## src/rtl/mem_access_unit.sv

```systemverilog
// mem_access_unit
//   Owns the program counter, instruction register and data address register,
//   and runs single-word accesses to an external RAM that can add wait states
//   through mem_ready. Each access has three phases: issue (IDLE), wait for
//   ready (ACCESS), and one settle cycle (DONE). While an access is in flight,
//   stall asks the controller to hold its state.
//   Optional feature: define MEM_ACCESS_TIMEOUT_EN to abort an access after
//   TIMEOUT ACCESS cycles without ready. An aborted access raises bus_err,
//   which stays set until reset.
module mem_access_unit #(
  parameter int ADDR_W  = 9,
  parameter int DATA_W  = 16
`ifdef MEM_ACCESS_TIMEOUT_EN
  , parameter int TIMEOUT = 15
`endif
) (
  input  logic              clk,
  input  logic              reset,
  input  logic [1:0]        mem_cmd,
  input  logic              addr_sel,
  input  logic              load_pc,
  input  logic              reset_pc,
  input  logic              load_ir,
  input  logic              load_addr,
  input  logic [DATA_W-1:0] datapath_out,
  input  logic [DATA_W-1:0] mem_rdata,
  input  logic              mem_ready,
  output logic [ADDR_W-1:0] mem_addr,
  output logic [DATA_W-1:0] mem_wdata,
  output logic              mem_req,
  output logic              mem_we,
  output logic [ADDR_W-1:0] pc,
  output logic [DATA_W-1:0] ir,
  output logic [DATA_W-1:0] read_data,
  output logic              stall,
  output logic              bus_err
);

  typedef enum logic [1:0] {
    S_IDLE   = 2'b00,
    S_ACCESS = 2'b01,
    S_DONE   = 2'b10
  } state_e;

  localparam logic [1:0] CMD_READ  = 2'b01;
  localparam logic [1:0] CMD_WRITE = 2'b11;

  state_e            state_q, state_d;
  logic [ADDR_W-1:0] pc_q, pc_d;
  logic [ADDR_W-1:0] dar_q, dar_d;
  logic [ADDR_W-1:0] mem_addr_q, mem_addr_d;
  logic [DATA_W-1:0] ir_q, ir_d;
  logic [DATA_W-1:0] rdata_q, rdata_d;
  logic [DATA_W-1:0] wdata_q, wdata_d;
  logic              req_q, req_d;
  logic              we_q, we_d;
  logic              cmd_valid;

`ifdef MEM_ACCESS_TIMEOUT_EN
  localparam int TMO_W = $clog2(TIMEOUT + 1);
  logic [TMO_W-1:0] tmo_q, tmo_d;
  logic             err_q, err_d;
`endif

  // The reserved encoding 2'b10 behaves like MNONE.
  assign cmd_valid = (mem_cmd == CMD_READ) || (mem_cmd == CMD_WRITE);

  // The controller holds while a command is being issued or an access is pending.
  assign stall = ((state_q == S_IDLE) && cmd_valid) || (state_q == S_ACCESS);

  // Access sequencer: latch address and data at issue, wait for ready, then settle for one cycle.
  always_comb begin
    // NOTE: each signal assigned here first gets its hold value, so no path leaves it
    // unassigned and no latch is inferred.
    state_d    = state_q;
    mem_addr_d = mem_addr_q;
    wdata_d    = wdata_q;
    req_d      = req_q;
    we_d       = we_q;
    rdata_d    = rdata_q;
`ifdef MEM_ACCESS_TIMEOUT_EN
    tmo_d      = tmo_q;
    err_d      = err_q;
`endif
    case (state_q)
      S_IDLE: begin
        if (cmd_valid) begin
          mem_addr_d = addr_sel ? pc_q : dar_q;
          wdata_d    = datapath_out;
          we_d       = (mem_cmd == CMD_WRITE);
          req_d      = 1'b1;
`ifdef MEM_ACCESS_TIMEOUT_EN
          tmo_d      = '0;
`endif
          state_d    = S_ACCESS;
        end
      end
      S_ACCESS: begin
        if (mem_ready) begin
          if (!we_q) rdata_d = mem_rdata;
          req_d   = 1'b0;
          we_d    = 1'b0;
          state_d = S_DONE;
        end
`ifdef MEM_ACCESS_TIMEOUT_EN
        // This cycle is the TIMEOUT-th one without ready, so abandon the access.
        else if (tmo_q == TMO_W'(TIMEOUT - 1)) begin
          req_d   = 1'b0;
          we_d    = 1'b0;
          err_d   = 1'b1;
          state_d = S_DONE;
        end else begin
          tmo_d = tmo_q + TMO_W'(1);
        end
`endif
      end
      S_DONE:  state_d = S_IDLE;
      default: state_d = S_IDLE;
    endcase
  end

  // Architectural registers change only when the controller is not stalled.
  always_comb begin
    pc_d  = pc_q;
    ir_d  = ir_q;
    dar_d = dar_q;
    if (!stall) begin
      if (load_pc)   pc_d  = reset_pc ? '0 : pc_q + ADDR_W'(1);
      if (load_ir)   ir_d  = rdata_q;
      if (load_addr) dar_d = datapath_out[ADDR_W-1:0];
    end
  end

  // State and register storage; reset clears everything at once, even mid-access.
  always_ff @(posedge clk or posedge reset) begin
    if (reset) begin
      state_q    <= S_IDLE;
      pc_q       <= '0;
      dar_q      <= '0;
      mem_addr_q <= '0;
      ir_q       <= '0;
      rdata_q    <= '0;
      wdata_q    <= '0;
      req_q      <= 1'b0;
      we_q       <= 1'b0;
`ifdef MEM_ACCESS_TIMEOUT_EN
      tmo_q      <= '0;
      err_q      <= 1'b0;
`endif
    end else begin
      // NOTE: non-blocking assignments, so every register samples the pre-edge values.
      state_q    <= state_d;
      pc_q       <= pc_d;
      dar_q      <= dar_d;
      mem_addr_q <= mem_addr_d;
      ir_q       <= ir_d;
      rdata_q    <= rdata_d;
      wdata_q    <= wdata_d;
      req_q      <= req_d;
      we_q       <= we_d;
`ifdef MEM_ACCESS_TIMEOUT_EN
      tmo_q      <= tmo_d;
      err_q      <= err_d;
`endif
    end
  end

  assign mem_addr  = mem_addr_q;
  assign mem_wdata = wdata_q;
  assign mem_req   = req_q;
  assign mem_we    = we_q;
  assign pc        = pc_q;
  assign ir        = ir_q;
  assign read_data = rdata_q;
`ifdef MEM_ACCESS_TIMEOUT_EN
  assign bus_err   = err_q;
`else
  assign bus_err   = 1'b0;
`endif

endmodule

```

## config.mk

```make
export PLATFORM = sky130hd
export DESIGN_NAME = mem_access_unit
export DESIGN_NICKNAME = d
export VERILOG_FILES = /design/src/rtl/mem_access_unit.sv
export SDC_FILE = /design/constraint.sdc
export NUM_CORES = 1
export LEC_CHECK = 0
export ABC_CLOCK_PERIOD_IN_PS = 3600
export CAP_MARGIN = 20
export CORE_MARGIN = 2
export CORE_UTILIZATION = 45
export DETAILED_ROUTE_END_ITERATION = 10
export PLACE_DENSITY = 0.9
export SLEW_MARGIN = 20
export SYNTH_ARGS = -nofsm -noshare
export SYNTH_HDL_FRONTEND = slang
export SYNTH_SLANG_ARGS = --single-unit
```

## constraint.sdc

```tcl
create_clock -name clk -period 3.6 [get_ports clk]
set_input_delay 0.72 -clock clk [delete_from_list [all_inputs] [get_ports clk]]
set_output_delay 0.72 -clock clk [all_outputs]
set_load 0.01 [all_outputs]
```

After elaboration in Yosys (flattened, before gate mapping)
Cells that the tools add are included.
{"block": "op_classes", "n_lt_le_gt_ge": 0, "shifts": 0, "eq_ne": 5, "reduce_logical": 12, "bitwise_logic": 2, "muxes": 10, "n_div": 0, "multipliers": 0, "add_sub_neg": 1}
{"operator": "$mux W9", "n": 2}
{"operator": "$reduce_and A2 Y1", "n": 5}
{"operator": "$add A9 B1 Y9 const B", "n": 1}
{"operator": "$reduce_and A3 Y1", "n": 2}
{"operator": "$eq A2 B1 Y1 const B", "n": 2}
{"operator": "$mux W2", "n": 2}
{"operator": "$ne A2 B2 Y1 const B", "n": 2}
{"operator": "$pmux W1 S2", "n": 2}
{"operator": "$pmux W2 S2", "n": 1}
{"operator": "$mux W1", "n": 3}
{"operator": "$eq A2 B2 Y1 const B", "n": 1}
{"operator": "$logic_not A2 Y1", "n": 1}
{"operator": "$logic_or A1 B1 Y1", "n": 2}
{"operator": "$not A1 Y1", "n": 2}
{"operator": "$reduce_bool A2 Y1", "n": 1}
{"operator": "$logic_and A1 B1 Y1", "n": 1}
{"block": "word_totals", "wordCells": 39, "out_inout_bits": 70, "ff_bits": 79, "input_bits": 42, "n_memories": 0, "latchBits": 0, "mem_bits_rw": 0, "mem_bits_ro": 0}

Depth between registers and ports, before layout
Gate-level depths: netlist of run 1.
{"block": "logic_depth", "depth_word": 6, "mapped_depth": 5, "depth_no_buf": 5}

Worst setup path after synthesis of run 1
OpenSTA, ideal clock, no wires.
{"block": "synth_path", "path_type": "input-to-reg", "from": "input port mem_ready", "to": "register rdata_q[0], in the netlist read_data[0]", "n_path_buf": 1, "setup_slack_ns": 1.875, "setup_ns": 0.125, "cell_stages": 5, "t_arrival_ns": 1.600, "required_time_ns": 3.475, "cell_sequence": "nand2_1 -> or2_4 -> nor2_8 -> buf_12 -> mux2_4"}
{"block": "synth_between", "elab_chain_len": 1}
{"item": "start: declaration", "line": "27", "source": "input logic mem_ready,"}
{"item": "$reduce_and A3 Y1 (no line)"}
{"item": "end signal: assignment", "line": "157", "source": "rdata_q <= rdata_d;"}
{"item": "end: declaration", "line": "53", "source": "logic [DATA_W-1:0] rdata_q, rdata_d;"}
Every way passes these cells.
A chain may end at the register's enable or synchronous reset.

Final worst setup path of run 1
{"block": "layout_path", "from": "input port mem_cmd[0]", "to": "output port stall"}
{"block": "layout_between", "elab_chain_len": 4, "word_cells_on_any_way": 5, "classes_between": "eq/ne: 2; reduce/logical: 3"}
{"item": "start: declaration", "line": "19", "source": "input logic [1:0] mem_cmd,"}
{"item": "$eq A2 B1 Y1 or $eq A2 B2 Y1 (tied branches)", "line": "66", "source": "assign cmd_valid = (mem_cmd == CMD_READ) || (mem_cmd == CMD_WRITE);"}
{"item": "$logic_or A1 B1 Y1 *", "line": "66"}
{"item": "$logic_and A1 B1 Y1 *", "line": "69", "source": "assign stall = ((state_q == S_IDLE) && cmd_valid) || (state_q == S_ACCESS);"}
{"item": "$logic_or A1 B1 Y1 *", "line": "69"}
{"item": "end: declaration", "line": "35", "source": "output logic stall,"}
Mark *: on every way between the ends. The rest lies on a longest branch, timed or not.

==> summary.md, run 1 <==
| Metric | Value |
|---|---|
| Final Hold Vio Count | `0` |
| Final setup TNS | `0 ns` |
| Die Span X | `88.9 um` |
| Final setup viols | `0` |
| Post-synthesis to final-layout area growth | `42.5%` |
| First-pass GRT wire length | `11400 um` |
| Clk root buf | `clkbuf_8` |
| Clock Skews | `0.00906 ns` |
| Critical Path Start Type | `input pin` |
| Top cells by count, synth | `79 x dfrtp_1, 49 x mux2_2, 11 x a21oi_1` |
| Post-CTS Hold Buffers | `0` |
| N_diodes | `0` |
| Gp weighted congestion | `0.847` |
| Fmax | `377 MHz` |
| Slew margin rel. | `0.543` |
| Core area | `6870 um^2` |
| CTS sink cnt | `79` |
| Clock Latency Late Sink | `0.34 ns` |
| R2R cell count | `4` |
| Leakage power | `1.96 nW` |
| Postcts setup bufs | `0` |
| Largest net degree at the start of global routing | `42` |
| Post-synthesis sequential area ratio | `0.609` |
| TritonCTS clock tree | `built` |
| Final WL | `7290 um` |
| Number of H-tree levels | `3` |
| Clock-pin slew on the worst setup and hold paths | `0.08 ns` |
| Clk buf depth | `2` |
| Critical Path RT | `2.88 ns` |
| DR DRC count | `0` |
| Initial antenna violation count | `0` |
| WHS Path Cells | `1` |
| PostCTS Resize Cnt | `0` |
| Hold Crit Class | `reg2reg` |
| Initial Utilization | `0.472` |
| Library cells used by synthesis | `35` |
| Max-Cap Viols | `0` |
| Critical path data arrival time | `1.93 ns` |
| Final net count | `384` |
| Syn Std Cell Area | `3250 um^2` |
| Initial drt markers | `153` |
| Layout cell share with drive strength beyond 1 | `0.246` |
| Cell Pwr Density | `878 nW/um^2` |
| Worst setup EP type | `primary output` |
| Io pins | `112` |
| Vias in the first global route | `2309` |
| Row count | `30` |
| Count leader, synth | `dfrtp_1` |
| Worst path slowest cell | `clkdlybuf4s50_1` |
| Congestion Overflow GR | `0` |
| Yosys warnings | `0` |
| Synthesized instance count | `227` |
| Synth Net Count | `270` |
| Yosys top cell area share | `0.609` |
| Hold slack | `0.490 ns` |
| Slew Viols, Final | `0` |
| Synth area leaders | `dfrtp_1 61%, mux2_2 17%, mux2_4 4.6%` |
| Top cell type by total area after synthesis | `dfrtp_1` |
| Mapped Avg Cell Area | `14.3 um^2` |
| Post-synth EDFFs | `0` |
| Synth Flop Type | `dfrtp_1` |
| Die area | `7910 um^2` |
| CP dominant cell by count | `clkdlybuf4s50_1` |
| CP Cell Sequence | `clkdlybuf4s50_1, o21bai_4, inv_1, clkdlybuf4s50_1` |
| Total CTS buffers | `9` |
| Synth Register Bits | `79` |
| Routed WL per cell | `16.5 um` |
| Status | `finished clean` |
| Final Critical Period | `2.65 ns` |
| Critical path fanouts, max | `7` |
| Post-route ant nets | `0` |
| Asr flop ratio synth | `1.00` |
| Worst slew pin tran | `0.685 ns` |
| Final critical-path share of the clock period | `0.737` |
| Detailed-route vias per instance | `5.05` |
| HPWL after DPL | `5260 um` |
| Die Span Y | `88.9 um` |
| DR pass1 iterations | `4` |
| RSZ-0062 raised after global routing | `false` |
| DR vias | `2231` |
| Critical path type | `in2out` |
| Worst path max stage delay | `0.52 ns` |
| Total track usage | `0.194` |
| Peak VDD IR | `0.000489 V` |
| # port buffers | `110` |
## layer usage
layer / global-route usage / up-vias / wire [um]
met5: 0 / - / 0
met1: 0.233 / 1102 / 2960
met2: 0.322 / 84 / 3710
met3: 0.0526 / 12 / 436
li1: - / 1033 / -
met4: 0.0964 / 0 / 191
## stage by stage
stage	cells	util	power, mW	instance area [um^2]	setup WS [ns]
CTS	442	0.673	4.11	4630	0.933
global route	442	0.673	4.31	4630	0.897
global placement	426	0.645	3.37	4430	0.946
detailed placement	426	0.645	3.45	4430	0.937
floorplan	227	-	2.47	3250	0.857
finish	442	0.673	4.06	4630	0.948
## worst max-delay path, delay by kind of cell
family	cells	cell delay, ns
AO/OA/AOI/OAI	1	0.10
buffers and inverters	3	1.11
## flip-flops by register name, indices dropped and copies added, names as in the netlist
register,count
state_q,2
mem_wdata,16
ir,16
mem_addr,9
read_data,16
mem_req,1
dar_q,9
pc,9
mem_we,1
## worst paths after layout
kind / from / to / slack, ns
max in group asynchronous: reset / dar_q[1] / 2.08
min reg2reg: mem_req / mem_req / 0.49
min: mem_req / mem_req / 0.49
max: mem_cmd[0] / stall / 0.95
max reg2reg: state_q[0] / pc[4] / 1.95
min in group asynchronous: reset / read_data[9] / 0.78
## power by group
| part | internal [mW] | switching (mW) |
|---|---|---|
| Combinational | 1.12 | 0.665 |
| Clock | 0.321 | 0.328 |
| Sequential | 1.32 | 0.307 |
## cells by family (layout without fill, tap and decap cells)
kind of cell	count (synthesis)	in the layout	synth area share
DFF	79	79	0.609
other	1	1	0.00116
and+or+nand+nor	37	37	0.0601
muxes	68	68	0.244
AOI/OAI and AO/OA	28	28	0.0574
buffers and inverters	13	132	0.0243
adders and majority gates	1	1	0.00385
## cell usage in the layout (no fill, tap or decap), types with 4 or more instances in the layout
cell               n
clkdlybuf4s50_1  110
dfrtp_1           79
mux2_2            49
a21oi_1           11
nand2_1           10
mux2_4            10
mux2i_1            9
nor2_1             9
clkbuf_8           9
o21ai_0            6
o41ai_1            4
nand3_1            4
## area by class of cell
class,count,area [um^2]
clock buffers,9,124
clock inverters,7,73.8
fillers,494,2240
inverters,3,12.5
multi-input cells,135,1190
flip-flops and latches,79,1980
well taps,96,120
repair buffers,113,1120
Power figures use the tool's default switching activity.
==> run 2, diff against run 1 <==
- ABC_CLOCK_PERIOD_IN_PS: 3600 -> 2700
- clock period: 3.6 -> 2.7 ns (I/O delays scaled with it)
==> run 2 against run 1 <==
Compared with the run above:
- register-to-register slack got worse by 0.87 ns
- sequential power increased by 33%
- global-route usage decreased by 0.25 points
- clock power increased by 51%
- non-clock buffer count increased by 3
- sequential share of layout area decreased by 0.50 points
- flip-flop and latch count unchanged
==> summary.md, run 2 (synthesized netlist as in run 1, its figures left out) <==
| Metric | Value |
|---|---|
| Detailed-route vias per instance | `5.13` |
| Cell Pwr Density | `1190 nW/um^2` |
| Critical Path RT | `2.16 ns` |
| Max-Cap Viols | `0` |
| DR DRC count | `0` |
| Clock Skews | `0.0122 ns` |
| Slew Viols, Final | `0` |
| Layout cell share with drive strength beyond 1 | `0.252` |
| Die Span X | `88.9 um` |
| Initial Utilization | `0.472` |
| Post-CTS Hold Buffers | `0` |
| # port buffers | `110` |
| TritonCTS clock tree | `built` |
| Place WS | `0.442 ns` |
| Routed WL per cell | `16.3 um` |
| Final worst slack | `0.446 ns` |
| Largest net degree at the start of global routing | `27` |
| Core area | `6870 um^2` |
| Final net count | `387` |
| Peak VDD IR | `0.000520 V` |
| Gp weighted congestion | `0.827` |
| Critical path data arrival time | `1.71 ns` |
| Fmax | `444 MHz` |
| Clock Latency Late Sink | `0.33 ns` |
| Worst path max stage delay | `0.53 ns` |
| Hold Crit Class | `reg2reg` |
| R2R Path End | `pc[4]` |
| M3 GR Usage | `0.0517` |
| Initial antenna violation count | `0` |
| Final setup TNS | `0 ns` |
| Post-route design area | `4680 um^2` |
| Status | `finished clean` |
| Min-delay src | `mem_req` |
| Clk root buf | `clkbuf_8` |
| Post-route ant nets | `0` |
| Die area | `7910 um^2` |
| Critical path fanouts, max | `2` |
| Global Route met2 Usage | `0.301` |
| Total track usage | `0.191` |
| Initial drt markers | `44` |
| N_diodes | `0` |
| WHS Endpoint | `mem_req` |
| Congestion Overflow GR | `0` |
| WHS Path Cells | `1` |
| Worst path slowest cell | `clkdlybuf4s50_1` |
| Total CTS buffers | `9` |
| Final setup viols | `0` |
| Most common cell after layout, fill and taps aside | `clkdlybuf4s50_1` |
| Row count | `30` |
| First-pass GRT wire length | `11300 um` |
| Worst slew pin tran | `0.547 ns` |
| DR pass1 iterations | `4` |
| Fill cells | `520` |
| HPWL after DPL | `5390 um` |
| Clock-pin slew on the worst setup and hold paths | `0.08 ns` |
| RR Startpoint | `state_q[0]` |
| Final Core Density | `0.681` |
| Final WL | `7240 um` |
| Clk buf depth | `2` |
| CTS sink cnt | `79` |
| Die Span Y | `88.9 um` |
| DR vias | `2284` |
| Multi-input logic area | `1190 um^2` |
| Post-synthesis to final-layout area growth | `44.2%` |
| Vias in the first global route | `2317` |
| RSZ-0062 raised after global routing | `false` |
| Placed cell areas | `4450 um^2` |
| Sequential standard cell area | `1980 um^2` |
| Final Critical Period | `2.25 ns` |
| Slew margin rel. | `0.634` |
| CP bufs+invs | `3` |
| Worst setup EP type | `primary output` |
| CP dominant cell by count | `clkdlybuf4s50_1` |
| Critical Path Start Type | `input pin` |
| Postcts setup bufs | `0` |
| Grt peak-use layer | `met2` |
| R2R cell count | `4` |
| Critical path type | `in2out` |
| Global Route met1 Usage | `0.245` |
| Final Hold Vio Count | `0` |
| Io pins | `112` |
| CP Cell Sequence | `clkdlybuf4s50_1, o21bai_4, inv_1, clkdlybuf4s50_1` |
| Number of H-tree levels | `3` |
| Most frequent cells in the layout | `110 x clkdlybuf4s50_1, 79 x dfrtp_1, 49 x mux2_2` |
| Leakage power | `1.98 nW` |
| PostCTS Resize Cnt | `0` |
| Final critical-path share of the clock period | `0.835` |
| CP delay by family, top | `buffers and inverters` |
| R2r setup slk | `1.08 ns` |
-- run 2: metal layers --
layer	vias to the layer above	share of wire	wire length, um
met5	-	0	0
met4	0	0.018	128
met3	8	0.052	375
met2	75	0.51	3710
met1	1159	0.42	3020
li1	1042	-	-
-- run 2: how the worst max path moves through the flow --
stage	depth (start not counted)	slack, ns	endpoint	startpoint
2_1_floorplan	1	0.14	dar_q[0]	reset
3_3_place_gp	4	0.44	stall	mem_cmd[0]
3_5_place_dp	4	0.44	stall	mem_cmd[0]
4_1_cts	4	0.43	stall	mem_cmd[0]
5_1_grt	4	0.40	stall	mem_cmd[0]
6_report	4	0.45	stall	mem_cmd[0]
-- run 2: area by class of cell --
type / count / area share
clock buffer: 10 / 0.0294
timing repair buffer: 116 / 0.245
clock inverter: 6 / 0.0198
multi-input combinational: 135 / 0.255
tap: 96 / 0.0257
sequential: 79 / 0.422
inverter: 3 / 0.00267
-- run 2: report_power, final --
group / internal, mW / switching [mW]
logic: 1.51 / 0.897
registers: 1.76 / 0.410
clock network: 0.551 / 0.431
total: 3.82 / 1.74
-- run 2: worst register-to-register path, delay by kind of cell (launching register included) --
family,cells,cell delay [ns]
AND/OR/NAND/NOR,1,0.29
buffers and inverters,1,0.17
flip-flops,1,0.44
AO/OA/AOI/OAI,2,0.62
-- run 2: stage by stage --
stage / instances / power [mW] / hold WS [ns]
floorplan: 227 / 3.29 / 0.479
global placement: 429 / 4.51 / 0.471
detailed placement: 429 / 4.62 / 0.476
CTS: 445 / 5.62 / 0.494
global route: 445 / 5.88 / 0.515
finish: 445 / 5.56 / 0.491
